==> config.mk <==
export PLATFORM = sky130hd
export DESIGN_NAME = universal_shift_reg
export DESIGN_NICKNAME = d
export VERILOG_FILES = /design/src/rtl/universal_shift_reg.sv
export SDC_FILE = /design/constraint.sdc
export NUM_CORES = 1
export LEC_CHECK = 0
export ABC_AREA = 1
export CAP_MARGIN = 10
export CORE_MARGIN = 2
export CORE_UTILIZATION = 35
export CTS_CLUSTER_DIAMETER = 150
export DETAILED_ROUTE_END_ITERATION = 8
export DONT_BUFFER_PORTS = 1
export PLACE_DENSITY_LB_ADDON = 0.3
export REMOVE_ABC_BUFFERS = 1
export SYNTH_ARGS = -nofsm -noshare
export SYNTH_HDL_FRONTEND = slang
export SYNTH_SLANG_ARGS = --single-unit
==> constraint.sdc <==
create_clock -name clk -period 3 [get_ports clk]
set_clock_uncertainty 0.1 [all_clocks]
set_input_delay 0.6 -clock clk [delete_from_list [all_inputs] [get_ports clk]]
set_output_delay 0.6 -clock clk [all_outputs]
set_load 0.02 [all_outputs]
==> src/rtl/universal_shift_reg.sv <==
// Universal shift register: load, clear, shift and rotate by LANES bits,
// with a shared shift counter that pulses done when a frame completes.
module universal_shift_reg #(
    parameter  int unsigned WIDTH = 8,
    parameter  int unsigned LANES = 1,
    localparam int unsigned NSH   = WIDTH / LANES,
    localparam int unsigned CW    = $clog2(NSH + 1)
) (
    input  logic             clk,
    input  logic             rst,
    input  logic             en,
    input  logic [2:0]       mode,
    input  logic [LANES-1:0] srl_in_l,
    input  logic [LANES-1:0] srl_in_r,
    input  logic [WIDTH-1:0] prl_in,
    output logic [WIDTH-1:0] prl_out,
    output logic [LANES-1:0] srl_out_l,
    output logic [LANES-1:0] srl_out_r,
    output logic [CW-1:0]    shift_cnt,
    output logic             done
);

    localparam logic [2:0] MODE_SHL  = 3'd1;
    localparam logic [2:0] MODE_SHR  = 3'd2;
    localparam logic [2:0] MODE_ROL  = 3'd3;
    localparam logic [2:0] MODE_ROR  = 3'd4;
    localparam logic [2:0] MODE_LOAD = 3'd5;
    localparam logic [2:0] MODE_CLR  = 3'd6;

    logic [WIDTH-1:0] q;
    logic [WIDTH-1:0] q_nxt;
    logic [CW-1:0]    cnt_nxt;
    logic             done_nxt;
    logic             is_shift;

    // Next register value, counter and frame-complete pulse for this cycle
    always_comb begin
        q_nxt    = q;
        cnt_nxt  = shift_cnt;
        done_nxt = 1'b0;
        is_shift = 1'b0;
        if (en) begin
            case (mode)
                MODE_SHL: begin
                    q_nxt    = (q << LANES) | WIDTH'(srl_in_l);
                    is_shift = 1'b1;
                end
                MODE_SHR: begin
                    q_nxt    = (q >> LANES) | (WIDTH'(srl_in_r) << (WIDTH - LANES));
                    is_shift = 1'b1;
                end
                MODE_ROL: begin
                    q_nxt    = (q << LANES) | (q >> (WIDTH - LANES));
                    is_shift = 1'b1;
                end
                MODE_ROR: begin
                    q_nxt    = (q >> LANES) | (q << (WIDTH - LANES));
                    is_shift = 1'b1;
                end
                MODE_LOAD: begin
                    q_nxt   = prl_in;
                    cnt_nxt = '0;
                end
                MODE_CLR: begin
                    q_nxt   = '0;
                    cnt_nxt = '0;
                end
                default: begin
                    q_nxt = q;
                end
            endcase
            // Left and right moves share one counter; last shift of a frame wraps it
            if (is_shift) begin
                if (shift_cnt == CW'(NSH - 1)) begin
                    cnt_nxt  = '0;
                    done_nxt = 1'b1;
                end else begin
                    cnt_nxt = shift_cnt + CW'(1);
                end
            end
        end
    end

    // State registers with asynchronous reset
    always_ff @(posedge clk or posedge rst) begin
        if (rst) begin
            q         <= '0;
            shift_cnt <= '0;
            done      <= 1'b0;
        end else begin
            q         <= q_nxt;
            shift_cnt <= cnt_nxt;
            done      <= done_nxt;
        end
    end

    // Register contents exposed directly, no added latency
    assign prl_out   = q;
    assign srl_out_l = q[WIDTH-1 -: LANES];
    assign srl_out_r = q[LANES-1:0];

endmodule

Yosys cells after proc, flatten, opt, wreduce, memory -nomap -nowiden
Cells that the tools add are included.
{"block": "totals", "in_bits": 16, "output_inout_bits": 15, "reg_bits": 13, "word_cells": 30}
{"block": "classes", "reduce_logical": 6, "eq_ne": 7, "n_bitwise": 4, "addsub": 1, "n_mux": 9}
{"op": "one-hot mux 8 bit (6 select lines)", "n": 1}
{"op": "OR 7 x 8 -> 8 bit", "n": 2}
{"op": "OR 8 x 1 -> 8 bit", "n": 2}
{"op": "2-to-1 mux 4 bit", "n": 3}
{"op": "equality test 3 bit, second input constant", "n": 3}
{"op": "equality test 3 x 2 -> 1 bit, second input constant", "n": 2}
{"op": "nonzero test 6 bit", "n": 1}
{"op": "2-to-1 mux 1 bit", "n": 5}
{"op": "adder 4 x 1 -> 4 bit, second input constant", "n": 1}
{"op": "equality test 4 x 3 -> 1 bit, second input constant", "n": 1}
{"op": "AND reduction 2 bit", "n": 2}
{"op": "OR reduction 4 bit", "n": 1}
{"op": "equality test 3 x 1 -> 1 bit, second input constant", "n": 1}
{"op": "nonzero test 2 bit", "n": 1}
{"op": "OR reduction 2 bit", "n": 1}

Logic depth before layout (Yosys ltp)
{"block": "logic_depth", "ltp_word": 6, "depth_mapped": 9, "mapped_depth_nobuf": 8}

Worst setup path after synthesis
Ideal clock, no wire load.
{"block": "synth_path", "kind": "in2reg", "start": "input mode[2]", "end": "register shift_cnt[2]", "path_slack_ns": 1.491, "required_ns": 2.783, "arrival_time_ns": 1.291, "cell_stages": 8, "n_path_buf": 2, "setup_time_ns": 0.117, "cell_sequence": "buf_6 nand2_2 nand2_2 nand2_4 nand2_4 buf_8 nand2_2 nand2_1"}
{"block": "synth_via", "elab_chain_cells": 6, "word_cells_on_any_way": 13, "classes_between": "6 x eq/ne; 3 x mux; 4 x reduce/logical"}
{"item": "start: declaration", "line": "12", "source": "input logic [2:0] mode,"}
{"item": "equality test 3 bit, or another cell as far along", "line": "43", "source": "case (mode)"}
{"item": "OR reduction 4 bit (no source line)"}
{"item": "2-to-1 mux 1 bit", "line": "43"}
{"item": "2-to-1 mux 1 bit", "line": "42", "source": "if (en) begin"}
{"item": "nonzero test 2 bit (no source line)"}
{"item": "AND reduction 2 bit (no source line)"}
{"item": "end signal: assignment", "line": "92", "source": "shift_cnt <= cnt_nxt;"}
{"item": "end: declaration", "line": "19", "source": "output logic [CW-1:0] shift_cnt,"}
Several ways; a longest one is shown, not always the timed one. The select of a mux whose other input is x is not followed.
A chain may end at the register's enable or synchronous reset.

Worst setup path after layout
{"block": "layout_path", "start": "register q[7], in the netlist prl_out[7]", "end": "output srl_out_l"}
{"item": "start: declaration", "line": "30", "source": "logic [WIDTH-1:0] q;"}
{"item": "start signal: assignment", "line": "91", "source": "q <= q_nxt;"}
{"item": "end: declaration", "line": "17", "source": "output logic [LANES-1:0] srl_out_l,"}
No word-level cell between the ends.

==> out/qor.csv <==
metric;value;unit
outcome;finished, final reports clean;
synth_top_flop_cell;dfrtp_1;
synth_area;935.9;sq um
nets;142;
synth_top_area_share;34.76;%
core-area;2500;sq um
rsz0062_at_grt;no;
ys_warn_count;0;
synth.yosys.seq_area_share;34.76;%
n_antenna_cell;0;
max_clock_freq;619.7;MHz
drc_errors;0;
die_x;55.71;um
placed_cells;150;
maxCapViolCount;0;
h-tree-depth;1;
portBuffers;0;
synth_edf_count;0;
netlist_instances;125;
rows;18;
dp_hpwl;1651;um
initial_utilization;37.44;%
drtPass1Iterations;4;
maxSlewViolCount;0;
finalWirelength;2053;um
period_share;53.79;%
p_per_area;592.7;nW/um^2
grt_pass1_vias;742;
cts_root_buf;clkbuf_4;
min_period;1.614;ns
synth.avg_cell_area;7.487;sq um
yosysMostFrequentCell;nand2_1;
fin_util;38.04;%
track_usage;14.52;%
grt_max_degree;15;
worstSetupStartpointType;flop;
leakage;0.4855;nW
grt_pass1_wl;3670;um
cts_tree;built;
layout.cells.non_filler;154;
drive_gt1_share;20.97;%
clk_pin_slew;0.07;ns
gp_routability_congestion;0.7393;
cts_resized;0;
ctsLongestPathBuffers;2;
crit_type;reg -> out;
setup_viol;0;
synthToLayoutAreaGrowth;1.604;%
grt_antenna_before_repair;0;
min_path_type;in -> async;
ant_nets;0;
cts_buffers;3;
worst-path-max-fanout;5;
ys_types;24;
grt.overflow.total;0;
cts.sinks;13;
required;2.30;ns
ys_ff_latch;13;
async_flop_share;100.0;%
drt-wirelength-per-cell;13.33;um
tns;0;ns
arrival;0.91;ns
cp-end-kind;primary output;
synth_top_cell_by_area;dfrtp_1;
vdd_ir_drop_max;351.0;uV
tightest_slew;0.4876;ns
worstSkewPairLatency;0.26;ns
netlist_top_cells_count;39 x nand2_1, 14 x nand3_1, 13 x dfrtp_1, 13 x nand2_2, 13 x nand4_1;
die_h;55.71;um
synth_area_leaders;dfrtp_1 35%, nand2_1 16%, nand2_2 8.7%;
first_iter_violations;44;
vias_per_cell;5.214;
via_count;803;
hold_buffers;0;
ios;31;
slew_headroom;67.49;%
fp.dieArea;3104;sq um
hold_viol_final;0;
cts_setup_buffers;0;
-- power by group --
| group | switching, mW | internal, mW |
|---|---|---|
| clock network | 0.0511 | 0.0514 |
| registers | 0.117 | 0.212 |
| logic | 0.0760 | 0.0557 |
-- area by class of cell --
| cell class | instances | area (sq um) |
|---|---|---|
| clock buffers | 4 | 26.28 |
| inverters | 9 | 37.54 |
| flip-flops and latches | 13 | 325.3 |
| fillers | 268 | 1549 |
| well taps | 30 | 37.54 |
| multi-input cells | 98 | 524.3 |
-- through the flow --
step | area, sq um | hold WS [ns] | worst slack (ns) | total power [mW]
finish | 950.9 | 0.1342 | 1.386 | 0.5636
global route | 950.9 | 0.1614 | 1.337 | 0.6136
CTS | 950.9 | 0.1519 | 1.368 | 0.5726
detailed placement | 924.6 | 0.4433 | 1.325 | 0.4678
global placement | 924.6 | 0.4458 | 1.374 | 0.4662
floorplan | 887.1 | 0.3770 | 1.447 | 0.4296
-- layer usage --
layer,wire length [um],share of wire (%),vias to the layer above,track usage (%)
li1,-,-,416,-
met1,983,48,349,20.69
met2,876,43,36,20.41
met3,179,8.7,2,3.953
met4,13,0.63,0,6.272
met5,0,0,-,0
-- flip-flops by register name (all words and copies together), names as in the netlist --
register	cells
done	1
prl_out	8
shift_cnt	4
-- placed cells by master (no fill, tap or decap), drive strengths merged --
cell,netlist,routed
o21ai,3,3
a21oi,2,2
nand4,13,13
nor2,5,5
clkbuf,0,4
ha,1,1
xor2,1,1
clkinv,2,2
nand2,56,56
nor3,1,1
dfrtp,13,13
a31oi,1,1
nand3,15,15
inv,7,7
-- cell families (layout without fill, tap and decap cells) --
kind of cell | Yosys count | in the layout | synth area share, %
AO/OA/AOI/OAI | 6 | 6 | 3.342
XOR/XNOR | 1 | 1 | 0.9360
adder cells (fa/ha/maj) | 1 | 1 | 1.337
buffers and inverters | 14 | 13 | 9.223
flip-flops | 13 | 13 | 34.76
AND/OR/NAND/NOR | 90 | 90 | 50.40
-- final timing paths --
| check | slack, ns | depth (start not counted) | from | endpoint |
|---|---|---|---|---|
| worst max register to register | 1.68 | 4 | shift_cnt[0] | shift_cnt[3] |
| worst max-delay path | 1.39 | 0 | prl_out[7] | srl_out_l |
| min in group clk | 0.37 | 2 | en | shift_cnt[1] |
| max in group asynchronous | 2.34 | 1 | rst | shift_cnt[1] |
| worst min-delay path | 0.13 | 1 | rst | prl_out[5] |
| worst min register to register | 0.55 | 1 | shift_cnt[3] | done |
(Power assumes the default switching activity.)
